<file path="src/rtl/ofm_pkg.sv">
// Shared definitions for the OFM write path.
// The packer and the AXI master both take their pixel and bus word widths
// from here, so the two sides always agree on the packed word format.
package ofm_pkg;

  localparam int OFM_DATA_WIDTH = 16;
  localparam int OFM_AXI_WIDTH  = 256;

  typedef enum logic [1:0] {
    IDLE,
    PACK,
    FLUSH,
    DONE
  } ofm_pack_state_t;

endpackage

</file>
<file path="src/rtl/ofm_packer_if.sv">
// Pixel stream handshake between the CNN datapath and the OFM packer.
//   PIX_VALID : pixel valid (datapath -> packer)
//   PIX_DATA  : pixel value (datapath -> packer)
//   PIX_LAST  : final pixel of the layer, qualified by PIX_VALID
//   PIX_READY : packer can take a pixel this cycle (packer -> datapath)
// master = datapath side, slave = packer side.
interface ofm_packer_if #(
  parameter int DATA_WIDTH = ofm_pkg::OFM_DATA_WIDTH
);

  logic                  PIX_VALID;
  logic [DATA_WIDTH-1:0] PIX_DATA;
  logic                  PIX_LAST;
  logic                  PIX_READY;

  modport master (
    output PIX_VALID,
    output PIX_DATA,
    output PIX_LAST,
    input  PIX_READY
  );

  modport slave (
    input  PIX_VALID,
    input  PIX_DATA,
    input  PIX_LAST,
    output PIX_READY
  );

endinterface

</file>
<file path="src/rtl/ofm_packer.sv">
// OFM packer: gathers AXI_WIDTH/DATA_WIDTH consecutive pixels into one
// AXI-width word and writes it into the OFM FIFO with a one-cycle strobe.
// At end of layer any partial word is zero-padded and emitted, then
// DONE_PACK pulses.
// Ports:
//   ACLK, ARESETN : clock, asynchronous active-low reset
//   START         : one-cycle layer start, honoured only in IDLE
//   pix           : pixel stream (slave side of ofm_packer_if)
//   FIFO_AFULL    : OFM FIFO almost-full, gates PIX_READY combinationally
//   WDATA_OUT     : packed word, held until the next emit
//   WRITE         : one-cycle FIFO write strobe
//   WORD_CNT      : words emitted since START (wraps)
//   BUSY          : FSM not in IDLE
//   DONE_PACK     : one-cycle pulse, the cycle after the final WRITE
module ofm_packer
  import ofm_pkg::*;
#(
  parameter int DATA_WIDTH = OFM_DATA_WIDTH,
  parameter int AXI_WIDTH  = OFM_AXI_WIDTH,
  parameter int WCNT_WIDTH = 20
) (
  input  logic                  ACLK,
  input  logic                  ARESETN,
  input  logic                  START,
  ofm_packer_if.slave           pix,
  input  logic                  FIFO_AFULL,
  output logic [AXI_WIDTH-1:0]  WDATA_OUT,
  output logic                  WRITE,
  output logic [WCNT_WIDTH-1:0] WORD_CNT,
  output logic                  BUSY,
  output logic                  DONE_PACK
);

  localparam int LANES = AXI_WIDTH / DATA_WIDTH;
  localparam int LW    = (LANES > 1) ? $clog2(LANES) : 1;
  localparam logic [LW-1:0] LAST_LANE = LW'(LANES - 1);

  ofm_pack_state_t       state_q, state_d;
  logic [LW-1:0]         lane_cnt_q, lane_cnt_d;
  logic [AXI_WIDTH-1:0]  stage_q, stage_d;
  logic [AXI_WIDTH-1:0]  wdata_q, wdata_d;
  logic                  write_q, write_d;
  logic                  done_q, done_d;
  logic [WCNT_WIDTH-1:0] wcnt_q, wcnt_d;
  logic                  accept;

  assign pix.PIX_READY = (state_q == PACK) && !FIFO_AFULL;
  assign accept        = pix.PIX_VALID && pix.PIX_READY;

  always_comb begin
    state_d    = state_q;
    lane_cnt_d = lane_cnt_q;
    stage_d    = stage_q;
    wdata_d    = wdata_q;
    write_d    = 1'b0;
    done_d     = 1'b0;
    wcnt_d     = wcnt_q;

    unique case (state_q)
      IDLE: begin
        if (START) begin
          state_d    = PACK;
          lane_cnt_d = '0;
          stage_d    = '0;
          wcnt_d     = '0;
        end
      end

      PACK: begin
        if (accept) begin
          stage_d[lane_cnt_q*DATA_WIDTH +: DATA_WIDTH] = pix.PIX_DATA;
          if (lane_cnt_q == LAST_LANE) begin
            // The word goes out including the pixel accepted this cycle,
            // so the staging register is released for the next word now.
            wdata_d    = stage_d;
            write_d    = 1'b1;
            wcnt_d     = wcnt_q + WCNT_WIDTH'(1);
            stage_d    = '0;
            lane_cnt_d = '0;
            if (pix.PIX_LAST) state_d = DONE;
          end else begin
            lane_cnt_d = lane_cnt_q + LW'(1);
            if (pix.PIX_LAST) state_d = FLUSH;
          end
        end
      end

      FLUSH: begin
        // Unfilled lanes are already zero since the stage is cleared
        // on START and after every emit.
        if (!FIFO_AFULL) begin
          wdata_d    = stage_q;
          write_d    = 1'b1;
          wcnt_d     = wcnt_q + WCNT_WIDTH'(1);
          stage_d    = '0;
          lane_cnt_d = '0;
          state_d    = DONE;
        end
      end

      DONE: begin
        done_d  = 1'b1;
        state_d = IDLE;
      end

      default: state_d = IDLE;
    endcase
  end

  always_ff @(posedge ACLK or negedge ARESETN) begin
    if (!ARESETN) begin
      state_q    <= IDLE;
      lane_cnt_q <= '0;
      stage_q    <= '0;
      wdata_q    <= '0;
      write_q    <= 1'b0;
      done_q     <= 1'b0;
      wcnt_q     <= '0;
    end else begin
      state_q    <= state_d;
      lane_cnt_q <= lane_cnt_d;
      stage_q    <= stage_d;
      wdata_q    <= wdata_d;
      write_q    <= write_d;
      done_q     <= done_d;
      wcnt_q     <= wcnt_d;
    end
  end

  assign WDATA_OUT = wdata_q;
  assign WRITE     = write_q;
  assign WORD_CNT  = wcnt_q;
  assign BUSY      = (state_q != IDLE);
  assign DONE_PACK = done_q;

endmodule

</file>
<file path="src/flat_wrapper.sv">
// flat-port wrapper written by rule: the top's interface ports become plain ports
module ofm_packer_flat import ofm_pkg::*;
#(
  parameter int DATA_WIDTH = OFM_DATA_WIDTH,
  parameter int AXI_WIDTH  = OFM_AXI_WIDTH,
  parameter int WCNT_WIDTH = 20
)
  (ACLK, ARESETN, START, FIFO_AFULL, WDATA_OUT, WRITE, WORD_CNT, BUSY, DONE_PACK, pix_PIX_VALID, pix_PIX_DATA, pix_PIX_LAST, pix_PIX_READY);
  ofm_packer_if #(.DATA_WIDTH(DATA_WIDTH)) pix_i ();
  input  logic ACLK;
  input  logic ARESETN;
  input  logic START;
  input  logic FIFO_AFULL;
  output logic [AXI_WIDTH-1:0] WDATA_OUT;
  output logic WRITE;
  output logic [WCNT_WIDTH-1:0] WORD_CNT;
  output logic BUSY;
  output logic DONE_PACK;
  input wire logic [$bits(pix_i.PIX_VALID)-1:0] pix_PIX_VALID;
  input wire logic [$bits(pix_i.PIX_DATA)-1:0] pix_PIX_DATA;
  input wire logic [$bits(pix_i.PIX_LAST)-1:0] pix_PIX_LAST;
  output wire logic [$bits(pix_i.PIX_READY)-1:0] pix_PIX_READY;
  assign pix_i.PIX_VALID = pix_PIX_VALID;
  assign pix_i.PIX_DATA = pix_PIX_DATA;
  assign pix_i.PIX_LAST = pix_PIX_LAST;
  assign pix_PIX_READY = pix_i.PIX_READY;
  ofm_packer #(.DATA_WIDTH(DATA_WIDTH), .AXI_WIDTH(AXI_WIDTH), .WCNT_WIDTH(WCNT_WIDTH)) u_core (.ACLK(ACLK), .ARESETN(ARESETN), .START(START), .pix(pix_i), .FIFO_AFULL(FIFO_AFULL), .WDATA_OUT(WDATA_OUT), .WRITE(WRITE), .WORD_CNT(WORD_CNT), .BUSY(BUSY), .DONE_PACK(DONE_PACK));
endmodule
</file>
<file path="config.mk">
export PLATFORM = sky130hd
export DESIGN_NAME = ofm_packer_flat
export DESIGN_NICKNAME = d
export VERILOG_FILES = /design/src/rtl/ofm_pkg.sv /design/src/rtl/ofm_packer_if.sv /design/src/rtl/ofm_packer.sv /design/src/flat_wrapper.sv
export SDC_FILE = /design/constraint.sdc
export NUM_CORES = 1
export LEC_CHECK = 0
export CAP_MARGIN = 20
export CORE_UTILIZATION = 40
export DETAILED_ROUTE_END_ITERATION = 12
export PLACE_DENSITY_LB_ADDON = 0.05
export SYNTH_ARGS = -nofsm -noshare
export SYNTH_HDL_FRONTEND = slang
export SYNTH_SLANG_ARGS = --single-unit
export TNS_END_PERCENT = 5
</file>
<file path="constraint.sdc">
create_clock -name ACLK -period 3.8 [get_ports ACLK]
set_clock_uncertainty 0.05 [all_clocks]
set_input_delay 0.57 -clock ACLK [delete_from_list [all_inputs] [get_ports ACLK]]
set_output_delay 0.57 -clock ACLK [all_outputs]
set_load 0.01 [all_outputs]
</file>
# Yosys cells after proc, flatten, opt, wreduce, memory -nomap -nowiden

Cells that the tools add are included.

Flip-flop bits (word level): 540
Bits of input ports: 22
Logic and storage cells: 64

$add $sub $neg: 3
Equal/unequal tests: 9
Shifts and indexed selects: 2
Multiplexer cells: 32
Reductions and logical operators: 11

Operator list:

| kind                                                                       | number |
|---|---|
| 256-bit 2-to-1 mux                                                         | 7 |
| 256-bit case mux with 3 select lines                                       | 1 |
| 256-bit case mux with 2 select lines                                       | 1 |
| 256-bit bitwise mux                                                        | 1 |
| 16-bit by 34-bit variable shift with 256-bit output (first input constant) | 1 |
| 16-bit by 34-bit variable part select with 256-bit output                  | 1 |
| 20-bit 2-to-1 mux                                                          | 4 |
| 20-bit case mux with 3 select lines                                        | 1 |
| 8-bit negator with 34-bit output                                           | 1 |
| 20-bit by 1-bit adder with 20-bit output (second input constant)           | 1 |
| 4-bit 2-to-1 mux                                                           | 4 |
| 2-bit 2-to-1 mux                                                           | 6 |
| 4-bit case mux with 3 select lines                                         | 1 |
| 4-bit AND reduction                                                        | 3 |
| 2-bit != test (second input constant)                                      | 4 |
| 2-bit case mux with 4 select lines                                         | 1 |
| 5-bit AND reduction                                                        | 1 |
| 4-bit by 1-bit adder with 4-bit output (second input constant)             | 1 |
| 2-bit == test (second input constant)                                      | 2 |
| 4-bit == test (second input constant)                                      | 1 |
| 1-bit 2-to-1 mux                                                           | 4 |
| 2-bit nonzero test                                                         | 2 |
| 3-bit nonzero test                                                         | 1 |
| 2-bit by 1-bit == test with 1-bit output (second input constant)           | 1 |
| other kinds (5)                                                            | 6 |

# Longest topological paths before layout

Depth in word-level cells: 6
Depth in mapped cells: 12
Mapped depth without buffers: 7

# Worst setup path before layout

Ideal clock, no wire load.

Path kind: register to register
Start point: reg u_core.lane_cnt_q[0]
End point: reg u_core.wdata_q[142] (netlist: u_core.WDATA_OUT[142])
Arrival: 2638 ps
Path slack: 978 ps
Cell stages (with the launch flop): 12
Path buffers: 5
Cell sequence: dfrtp_1 buf_2 clkbuf_1 nor3_1 ha_1 buf_2 or3_1 buf_6 nor4_4 buf_6 mux2i_1 a21oi_2

Longest elaborated chain between the ends: 6
Elaborated cells between the ends (all ways): 10
Classes of those cells: add/sub (1); eq/ne (2); shift (2); mux (4); reduce/logical (1)

Ends and longest elaborated chain:

| element                                                                                                                          | RTL line          | text |
|---|---|---|
| start: declaration                                                                                                               | ofm_packer.sv:39  | `logic [LW-1:0] lane_cnt_q, lane_cnt_d;` |
| start signal: assignment                                                                                                         | ofm_packer.sv:121 | `lane_cnt_q <= lane_cnt_d;` |
| 8-bit negator with 34-bit output                                                                                                 | ofm_packer.sv:71  | `stage_d[lane_cnt_q*DATA_WIDTH +: DATA_WIDTH] = pix.PIX_DATA;` |
| 16-bit by 34-bit variable part select with 256-bit output or 16-bit by 34-bit variable shift with 256-bit output (tied branches) | ofm_packer.sv:71  |  |
| 256-bit bitwise mux                                                                                                              | ofm_packer.sv:71  |  |
| 256-bit 2-to-1 mux                                                                                                               | ofm_packer.sv:72  | `if (lane_cnt_q == LAST_LANE) begin` |
| 256-bit 2-to-1 mux                                                                                                               | ofm_packer.sv:70  | `if (accept) begin` |
| 256-bit case mux with 2 select lines                                                                                             | ofm_packer.sv:59  | `unique case (state_q)` |
| end signal: assignment                                                                                                           | ofm_packer.sv:123 | `wdata_q <= wdata_d;` |
| end: declaration                                                                                                                 | ofm_packer.sv:41  | `logic [AXI_WIDTH-1:0] wdata_q, wdata_d;` |

Several ways; a longest one is shown, not always the timed one. The select of a mux whose other input is x is not followed.
A chain may end at the register's enable or synchronous reset.

# Worst setup path after layout

Start point: reg u_core.lane_cnt_q[0]
End point: reg u_core.stage_q[6]

Longest elaborated chain between the ends: 6
Elaborated cells between the ends (all ways): 8
Classes of those cells: add/sub (1); eq/ne (1); shift (2); mux (4)

Ends and longest elaborated chain:

| element                                                                                                                          | RTL line          | text |
|---|---|---|
| 8-bit negator with 34-bit output                                                                                                 | ofm_packer.sv:71  |  |
| 16-bit by 34-bit variable part select with 256-bit output or 16-bit by 34-bit variable shift with 256-bit output (tied branches) | ofm_packer.sv:71  |  |
| 256-bit bitwise mux                                                                                                              | ofm_packer.sv:71  |  |
| 256-bit 2-to-1 mux (*)                                                                                                           | ofm_packer.sv:72  |  |
| 256-bit 2-to-1 mux (*)                                                                                                           | ofm_packer.sv:70  |  |
| 256-bit case mux with 3 select lines (*)                                                                                         | ofm_packer.sv:59  |  |
| end signal: assignment                                                                                                           | ofm_packer.sv:122 | `stage_q <= stage_d;` |
| end: declaration                                                                                                                 | ofm_packer.sv:40  | `logic [AXI_WIDTH-1:0] stage_q, stage_d;` |

Mark *: on every way between the ends. The rest lies on a longest branch, timed or not. The select of a mux whose other input is x is not followed.

==> run summary <==
CTS buffer count - 58
Vias in the first global route - 17,546
CP Launch Type - flop
Clock sink count - 540
First-pass GRT wire length - 110 mm
CP top delay family - simple AND/OR/NAND/NOR gates
Final WS setup - 0.532 ns
Final HPWL DP - 47.6 mm
Worst-case vdd ir drop - 0.389 mV
Final slew viol count - 0
Worst slew margin - 0.302
Vias - 17,683
Setup-failing EPs final - 0
IO Pins - 302
Worst path arrival time - 3.72 ns
Clock root buffer - clkbuf_16
CTS-repair resized insts - 0
Drt pass-1 iters - 5
DRT Wirelength - 71.4 mm
Most common cell in the netlist - dfrtp_1
Number of port buffers - 301
Largest cells by area after synthesis - dfrtp_1, mux2i_1, a21oi_1
Vias per cell - 5.55
Reg2Reg Setup Slack - 0.53 ns
Multi-input gate area - 9340 µm²
Clock buffer depth - 3
Avg Cell Area, Syn - 11.0 µm²
Gr usage total - 0.239
Cell Area, Synth - 23,700 µm²
RSZ-0062 raised after global routing - false
Die Ht - 245 µm
Critical path class - reg -> reg
Area Growth Syn to Fin - 23.6%
H-tree levels - 2
Hold buffers post-CTS - 1
Initial drt markers - 1,271
Pre-CTS WS - 0.515 ns
Power Total - 22.9 mW
Clock power frac - 0.241
Sw power - 8.53 mW
Synth top cells by count - dfrtp_1, nor2_1, mux2i_1
Initial core utilization - 0.408
Worst EP required - 4.25 ns
Clk Latency, worst-skew pair - 0.61 ns
Yosys top cell by area - dfrtp_1
Largest net degree at the start of global routing - 150
CTS clk-pin slew, worst paths - 0.06 ns
Slowest CP cell - or4b_2
Max frequency - 306 MHz
Register Area - 13,500 µm²
Max Cap Viol - 0
Leakage - 12.2 nW
Type of the tightest min-delay check - in -> async
# rows - 88
Async set or reset register ratio after synthesis - 1.00
Yosys reg bits - 540
Sequential power share - 0.368
ANT nets after route - 0
Mapped Nets - 2,177
Fill count - 5,387
CP dominant cell by count - nor3_1
CTS tree - built
Final Net Count - 2,409
Worst Max-Slew Pin Slew - 1.05 ns
Initial antenna violation count - 1
Status - finished clean
Fin crit share - 0.860
Share of post-route cells with drive strength above 1 - 0.0880
Die width - 245 µm
Logic pwr share - 0.391
Sequential share of the synthesized area - 0.570
Number of enable flip-flop cells after synthesis - 0
Crit end category - flop
Top_reg_cell synth - dfrtp_1
Remaining Overflow, GRT - 0
Final Wtd Congestion - 0.808
Sw frac - 0.372
Worst-path maximum fanout - 28
Pwr/cell area - 783 nW/µm²
Buf+Inv Stages, Crit Path - 1
Largest stage delay, worst path - 0.63 ns
Fin Setup TNS - 0 ns
Hold Vio Cnt, Final - 0
Int Pwr - 14.4 mW
Yosys top cell area share - 0.570
Tmin final - 3.27 ns
DIE AREA - 60,200 µm²
Core Area - 58,100 µm²
Syn Inst Count - 2,146
Synth Warn # - 0
Cell variety after synth - 49
DRC Markers - 0
Post-CTS Setup Inserts - 0
Wire length per cell - 22.4 µm
Critical path cell sequence - buf_4 > nor3_1 > ha_1 > or4b_2 > nor3_1 > nand3_1 > o21ai_0
## flip-flops by register name (all words and copies together), names as in the netlist
signal / flops
u_core.DONE_PACK: 1
u_core.WDATA_OUT: 256
u_core.WORD_CNT: 20
u_core.WRITE: 1
u_core.lane_cnt_q: 4
u_core.stage_q: 256
u_core.state_q: 2
## worst paths after layout
| kind | cells past startpoint | end | startpoint |
|---|---|---|---|
| max | 7 | u_core.stage_q[6] | u_core.lane_cnt_q[0] |
| min | 2 | u_core.stage_q[132] | ARESETN |
| max reg2reg | 7 | u_core.stage_q[6] | u_core.lane_cnt_q[0] |
| min reg2reg | 2 | u_core.stage_q[15] | u_core.stage_q[15] |
| max in group asynchronous | 3 | u_core.WORD_CNT[15] | ARESETN |
| min in group ACLK | 2 | u_core.stage_q[15] | u_core.stage_q[15] |
## logic make-up (layout without fill, tap and decap cells)
kind of cell             Yosys count  count (layout)  share of synthesized area
AO/OA/AOI/OAI                    553             553                      0.158
flip-flops                       540             540                      0.570
XOR/XNOR                           9               9                    0.00333
buffers and inverters            199             473                     0.0373
AND/OR/NAND/NOR                  579             579                      0.117
multiplexers                     257             257                      0.109
adder cells (fa/ha/maj)            9               9                    0.00475
other                              0               1                          0
## layout by cell type (no fill, tap or decap), types with 41 or more instances in the layout
master,n
a32o_1,96
dfrtp_1,540
and3_1,41
clkbuf_16,59
clkdlybuf4s50_1,300
mux2i_1,241
o21ai_0,88
nor2_1,274
a22o_1,82
buf_4,49
a21oi_1,226
nand2_1,119
## power by group through the flow
stage	Combinational, mW	Sequential [mW]	Clock [mW]
3_3_place_gp	8.82	8.53	0
6_report	8.97	8.43	5.53
4_1_cts	9.02	8.47	5.66
3_5_place_dp	8.97	8.55	0
5_1_grt	9.79	8.61	5.90
2_1_floorplan	3.85	8.81	0
## through the flow
stage,hold WS (ns),std cells,util,cell area [µm²]
4_1_cts,0.347,3183,0.503,29300
5_1_grt,0.368,3185,0.503,29300
3_3_place_gp,0.394,3078,0.471,27400
6_report,0.375,3186,0.504,29300
3_5_place_dp,0.393,3080,0.471,27400
2_1_floorplan,0.224,2146,-,23700
## metal layers
layer,vias to the layer above,global-route usage,routed length (µm),part of all wire
met2,504,0.378,33700,0.47
met4,2,0.0544,1320,0.019
met5,-,0,12,0.00017
li1,8142,-,-,-
met1,8960,0.342,32500,0.45
met3,75,0.0422,3980,0.056
## cell type report
| type | instances | share of cell area |
|---|---|---|
| Antenna cell | 1 | 0.0000855 |
| Tap cell | 765 | 0.0327 |
| Clock inverter | 13 | 0.00406 |
| Multi-Input combinational cell | 1407 | 0.319 |
| Sequential cell | 540 | 0.462 |
| Inverter | 11 | 0.00141 |
| Clock buffer | 89 | 0.0591 |
| Timing Repair Buffer | 360 | 0.122 |
(Power assumes the default switching activity.)
